===== src/rtl/interp_mode_ctrl.sv =====
// ---------------------------------------------------------------------------
// interp_mode_ctrl
//
// Frame-synchronous configuration owner for the demosaic stage. Requests for
// interpolation mode and Bayer phase arrive asynchronously to the video
// timing. They are only applied while no frame is in flight, so a frame is
// never processed with two different configurations. The in-flight frame is
// tracked from its FRAME_START on the raw input stream until its FRAME_END
// leaves the interpolator output mux. A drain timeout guards against a lost
// output FRAME_END.
//
// Ports:
//   img_clk          in   pixel clock, the only clock
//   resetb           in   asynchronous active-low reset
//   req_mode[1:0]    in   0 bypass, 1 bilinear, 2 edge-directed, 3 = 1
//   req_phase[1:0]   in   requested Bayer phase
//   err_clr          in   pulse, clears the sticky error bits
//   dvi / dtypei     in   raw input stream valid / dtype
//   dvo_mux /
//   dtypeo_mux       in   muxed interpolator output valid / dtype
//   enable_bilinear  out  bilinear interpolator enable
//   enable_ed        out  edge-directed enable, also output mux select
//   phase[1:0]       out  applied Bayer phase
//   busy             out  state != IDLE
//   state[1:0]       out  0 IDLE, 1 RUN, 2 DRAIN
//   timeout_err      out  sticky, drain timed out
//   sync_err         out  sticky, FRAME_START seen while in RUN
//   frame_count[15:0]  out  accepted frame starts (wraps)
//   switch_count[7:0]  out  applied configuration changes (wraps)
// ---------------------------------------------------------------------------
module interp_mode_ctrl #(
   parameter int                     DTYPE_WIDTH    = 5,
   parameter logic [DTYPE_WIDTH-1:0] FRAME_START    = 5'h01,
   parameter logic [DTYPE_WIDTH-1:0] FRAME_END      = 5'h02,
   parameter int                     TIMEOUT_CYCLES = 4096,
   parameter int                     CNT_WIDTH      = 13
) (
   input  logic                   img_clk,
   input  logic                   resetb,
   input  logic [1:0]             req_mode,
   input  logic [1:0]             req_phase,
   input  logic                   err_clr,
   input  logic                   dvi,
   input  logic [DTYPE_WIDTH-1:0] dtypei,
   input  logic                   dvo_mux,
   input  logic [DTYPE_WIDTH-1:0] dtypeo_mux,
   output logic                   enable_bilinear,
   output logic                   enable_ed,
   output logic [1:0]             phase,
   output logic                   busy,
   output logic [1:0]             state,
   output logic                   timeout_err,
   output logic                   sync_err,
   output logic [15:0]            frame_count,
   output logic [7:0]             switch_count
);

   typedef enum logic [1:0] {
      ST_IDLE  = 2'd0,
      ST_RUN   = 2'd1,
      ST_DRAIN = 2'd2
   } state_t;

   localparam logic [1:0]           MODE_BYPASS = 2'd0;
   localparam logic [1:0]           MODE_BIL    = 2'd1;
   localparam logic [1:0]           MODE_ED     = 2'd2;
   localparam logic [CNT_WIDTH-1:0] CNT_LAST    = CNT_WIDTH'(TIMEOUT_CYCLES - 1);

   state_t               r_state,  w_state_next;
   logic [1:0]           r_mode,   w_mode_next;
   logic [1:0]           r_phase,  w_phase_next;
   logic                 r_en_bl,  r_en_ed;
   logic [CNT_WIDTH-1:0] r_cnt,    w_cnt_next;
   logic                 r_tmo_err, w_tmo_err_next;
   logic                 r_sync_err, w_sync_err_next;
   logic [15:0]          r_frame_cnt, w_frame_cnt_next;
   logic [7:0]           r_switch_cnt, w_switch_cnt_next;

   logic       w_in_fs, w_in_fe, w_out_fe;
   logic [1:0] w_req_mode_n;
   logic       w_load_cfg, w_set_tmo, w_set_sync, w_frame_inc;

   assign w_in_fs  = dvi     && (dtypei     == FRAME_START);
   assign w_in_fe  = dvi     && (dtypei     == FRAME_END);
   assign w_out_fe = dvo_mux && (dtypeo_mux == FRAME_END);

   // Mode 3 is an alias of bilinear; normalise before storing so that a
   // 3 <-> 1 request change is not counted as a configuration switch.
   assign w_req_mode_n = (req_mode == 2'd3) ? MODE_BIL : req_mode;

   always_comb begin
      w_state_next = r_state;
      w_cnt_next   = r_cnt;
      w_load_cfg   = 1'b0;
      w_set_tmo    = 1'b0;
      w_set_sync   = 1'b0;
      w_frame_inc  = 1'b0;

      case (r_state)
         ST_IDLE: begin
            // The frame-start word is processed with the configuration that
            // is already registered, so no load on that cycle.
            if (w_in_fs) begin
               w_state_next = ST_RUN;
               w_frame_inc  = 1'b1;
            end else begin
               w_load_cfg = 1'b1;
            end
         end
         ST_RUN: begin
            if (w_in_fe) begin
               w_state_next = ST_DRAIN;
               w_cnt_next   = '0;
            end else if (w_in_fs) begin
               w_set_sync  = 1'b1;
               w_frame_inc = 1'b1;
            end
         end
         ST_DRAIN: begin
            w_cnt_next = r_cnt + 1'b1;
            if (w_in_fs) begin
               // Next frame overtakes the drain: configuration stays frozen.
               w_state_next = ST_RUN;
               w_frame_inc  = 1'b1;
            end else if (w_out_fe) begin
               w_state_next = ST_IDLE;
            end else if (r_mode == MODE_BYPASS) begin
               // Bypass has no interpolator pipeline to empty.
               w_state_next = ST_IDLE;
            end else if (r_cnt == CNT_LAST) begin
               w_set_tmo    = 1'b1;
               w_state_next = ST_IDLE;
            end
         end
         default: begin
            w_state_next = ST_IDLE;
         end
      endcase

      w_mode_next       = w_load_cfg ? w_req_mode_n : r_mode;
      w_phase_next      = w_load_cfg ? req_phase    : r_phase;
      w_switch_cnt_next = r_switch_cnt;
      if (w_load_cfg && ({w_req_mode_n, req_phase} != {r_mode, r_phase}))
         w_switch_cnt_next = r_switch_cnt + 8'd1;
      w_frame_cnt_next  = w_frame_inc ? (r_frame_cnt + 16'd1) : r_frame_cnt;

      // A new error event in the same cycle as err_clr leaves the bit set.
      w_tmo_err_next  = w_set_tmo  ? 1'b1 : (err_clr ? 1'b0 : r_tmo_err);
      w_sync_err_next = w_set_sync ? 1'b1 : (err_clr ? 1'b0 : r_sync_err);
   end

   always_ff @(posedge img_clk or negedge resetb) begin
      if (!resetb) begin
         r_state      <= ST_IDLE;
         r_mode       <= MODE_BYPASS;
         r_phase      <= 2'd0;
         r_en_bl      <= 1'b0;
         r_en_ed      <= 1'b0;
         r_cnt        <= '0;
         r_tmo_err    <= 1'b0;
         r_sync_err   <= 1'b0;
         r_frame_cnt  <= 16'd0;
         r_switch_cnt <= 8'd0;
      end else begin
         r_state      <= w_state_next;
         r_mode       <= w_mode_next;
         r_phase      <= w_phase_next;
         // Enables are decoded from the next mode so they update in the same
         // clock as the stored configuration; at most one can be set.
         r_en_bl      <= (w_mode_next == MODE_BIL);
         r_en_ed      <= (w_mode_next == MODE_ED);
         r_cnt        <= w_cnt_next;
         r_tmo_err    <= w_tmo_err_next;
         r_sync_err   <= w_sync_err_next;
         r_frame_cnt  <= w_frame_cnt_next;
         r_switch_cnt <= w_switch_cnt_next;
      end
   end

   assign enable_bilinear = r_en_bl;
   assign enable_ed       = r_en_ed;
   assign phase           = r_phase;
   assign state           = r_state;
   assign busy            = (r_state != ST_IDLE);
   assign timeout_err     = r_tmo_err;
   assign sync_err        = r_sync_err;
   assign frame_count     = r_frame_cnt;
   assign switch_count    = r_switch_cnt;

endmodule


===== config.mk =====
export PLATFORM = sky130hd
export DESIGN_NAME = interp_mode_ctrl
export DESIGN_NICKNAME = d
export VERILOG_FILES = /design/src/rtl/interp_mode_ctrl.sv
export SDC_FILE = /design/constraint.sdc
export NUM_CORES = 1
export LEC_CHECK = 0
export BUFFER_PORTS_ARGS = -buffer_cell sky130_fd_sc_hd__buf_2
export CAP_MARGIN = 0
export CORE_MARGIN = 5
export CORE_UTILIZATION = 53
export CTS_CLUSTER_SIZE = 25
export DETAILED_ROUTE_END_ITERATION = 16
export GPL_TIMING_DRIVEN = 0
export PLACE_DENSITY_LB_ADDON = 0.08
export REMOVE_ABC_BUFFERS = 1
export SKIP_CTS_REPAIR_TIMING = 1
export SKIP_LAST_GASP = 1
export SLEW_MARGIN = 20
export SYNTH_ARGS = -nofsm -noshare
export SYNTH_HDL_FRONTEND = slang
export SYNTH_SLANG_ARGS = --single-unit
export TNS_END_PERCENT = 50

===== constraint.sdc =====
create_clock -name img_clk -period 2 [get_ports img_clk]
set_input_delay 0.3 -clock img_clk [delete_from_list [all_inputs] [get_ports img_clk]]
set_output_delay 0.3 -clock img_clk [all_outputs]
set_load 0.005 [all_outputs]

==> flow_summary.toml <==
[place]
port_buffers = 51
dpl.cell_count = 308
placedInstanceArea_sq_um = 2525
place_congestion = 0.8480
hpwl_microns = 3314

[timing]
fin_crit_ps = 1896
hold_viol_final = 26
tns_ps = 0
skew_ps = 7.252
setup-violations-final = 0
period_share_pct = 94.81
slew-limit-headroom_pct = 62.68
tightest_slew_ps = 559.8
maxSlewViolCount = 0
max_freq_ghz = 0.5274
whs_ps = -15.08

[drt]
drtIter0Drc = 60
vias_per_cell = 5.451
vias = 1728
drc = 0
first_pass_iters = 4
wl_per_cell_microns = 14.07
drt-total-wl_microns = 4461
ant_nets = 0

[layout]
area_growth_pct = 19.70
final_cell_area_sq_um = 2669
antennaDiodeCount = 0
nNetsFinal = 288
instances_no_fill = 317
nFillCells = 310
final_layout_size_suffix_gt1_share_pct = 27.72
fin_util_pct = 66.24

[synth]
synth.area.top_cells = "dfrtp_1 (53%), xnor2_1 (8.2%), nand2_1 (4.7%)"
synth_commonest_cells = "dfrtp_1 (47), nand2_1 (28), xnor2_1 (21)"
ys_warn_count = 0
syn_area_per_cell_sq_um = 10.57
synth_flop_cell = "dfrtp_1"
synth-edff-count = 0
netlist.area_leader.share_pct = 52.75
ys_seq_area_share_pct = 52.75
yosysMostFrequentCell = "dfrtp_1"
syn-instance-count = 211
synthDistinctLibCells = 41
synth_area_leader_cell = "dfrtp_1"
ys_ff_latch = 47
async_flop_share_pct = 100.0
syn-cell-area_sq_um = 2230

[die]
fp-row-count = 23
core_sq_um = 4029
start_util_pct = 55.34
die_width_microns = 74.86
die_h_microns = 74.86
die-area_sq_um = 5604
ios = 52

[run]
drv_cap = 0

[global_route]
grtUsageTotal_pct = 16.89
grt-ovfl-total = 0
use_met2_pct = 29.01
grt_antenna_before_repair = 0
top_usage_layer = "met2"
grt_start_max_net_pins = 48
grt_pass1_vias = 1621
use_met3_pct = 4.806
use_met1_pct = 20.48
grt_pass1_wl_microns = 7196

[clock_tree]
cts-root-buf = "clkbuf_8"
numClockSinks = 47
cts_tree = "done"
cts_buffer_depth = 2
clock_latency_ps = 300
cts.clk_slew.worst_paths_ps = 90
cts_inserted_buffers = 5
cts-htree-levels = 2

[worst_setup_path]
worstRegToRegCells = 5
cp_max_fo = 8
required_ps = 2230
critical_path_class = "reg2reg"
cp_data_arrival_time_ps = 2120
crit_path_end_kind = "flop"
crit_path_start_kind = "flop"

[power_and_ir_drop]
seqPwrFrac_pct = 53.0
comb_power_share_pct = 18.5
clkPwrFrac_pct = 28.5
switching_share_pct = 29.47
irDropWorstVdd_v = 0.0005463
leakage_nw = 1.279
p_per_area_nw_per_um2 = 945.2
power.internal_mw = 1.779
p_switching_uw = 743.5

[status]
status = "finished with violations"
violations = "hold timing"

[min_path]
hold_path.class = "in2async"
cell type report:
| cell class | instances | area (sq um) | area share [%] |
|---|---|---|---|
| sequential | 47 | 1179 | 44.16 |
| clock inverter | 2 | 35.03 | 1.313 |
| clock buffer | 6 | 82.58 | 3.094 |
| tap | 50 | 62.56 | 2.344 |
| inverter | 6 | 22.52 | 0.8439 |
| timing repair buffer | 52 | 265.3 | 9.939 |
| multi-input combinational | 154 | 1022 | 38.30 |
power by group through the flow:
stage	clock, mW	sequential, mW	combinational (mW)
3_5_place_dp	0	1.35	0.461
4_1_cts	0.738	1.34	0.461
6_report	0.718	1.34	0.468
2_1_floorplan	0	1.33	0.253
5_1_grt	0.769	1.37	0.538
3_3_place_gp	0	1.35	0.443
layout by cell type (no fill, tap or decap), types with 2 or more instances in the layout:
cell and n:
nor2_1 10, nand4_1 14, nor3_1 2, o21a_1 2, clkbuf_8 6, ha_1 3
o21ai_0 17, inv_1 6, dfrtp_2 2, buf_4 2, xor2_1 7, o41ai_1 2
a31oi_1 2, dfrtp_1 45, and3_1 6, xnor2_1 21, nand2b_1 6, mux2_2 2
nand2_1 28, nand3_1 10, buf_2 50
stage by stage:
stage          power (mW)  worst slack [ps]
4_1_cts             2.535            -61.42
6_report            2.523             103.8
5_1_grt             2.677            -23.64
3_3_place_gp        1.791            -152.1
3_5_place_dp        1.813            -161.9
2_1_floorplan       1.584             85.73
registers in the layout, indices dropped and copies added (netlist names):
signal           cells
r_mode               2
frame_count         16
enable_ed            1
sync_err             1
timeout_err          1
r_cnt               13
switch_count         8
phase                2
enable_bilinear      1
state                2
worst max-delay path: stages (launching register included):
cell and delay, ps:
dfrtp_2 470, or2_2 330, o21bai_2 280, a41oi_4 320, and4_1 260, xor2_1 160
logic make-up after synthesis:
group | Yosys count | synth area share (%)
AO/OA/AOI/OAI | 33 | 10.49
XOR/XNOR | 28 | 11.00
flip-flops | 47 | 52.75
buffers and inverters | 10 | 2.020
adder cells (fa/ha/maj) | 3 | 1.684
AND/OR/NAND/NOR | 88 | 21.05
multiplexers | 2 | 1.010
layer usage:
metal  wire [microns]  up-vias
li1                 -      858
met1             1942      826
met2             2210       38
met3              247        6
met4               60        0
met5                0        -
final timing paths:
kind / start / endpoint / slack (ps)
max: state[1]$_DFFE_PN0P_ / switch_count[7]$_DFFE_PN0P_ / 100
min reg2reg: frame_count[15]$_DFFE_PN0P_ / frame_count[15]$_DFFE_PN0P_ / 470
max in group asynchronous: resetb / state[1]$_DFFE_PN0P_ / 1610
max reg2reg: state[1]$_DFFE_PN0P_ / switch_count[7]$_DFFE_PN0P_ / 100
min in group img_clk: err_clr / sync_err$_DFFE_PN0P_ / 190
min: resetb / frame_count[8]$_DFFE_PN0P_ / -20
Power figures use the tool's default switching activity.
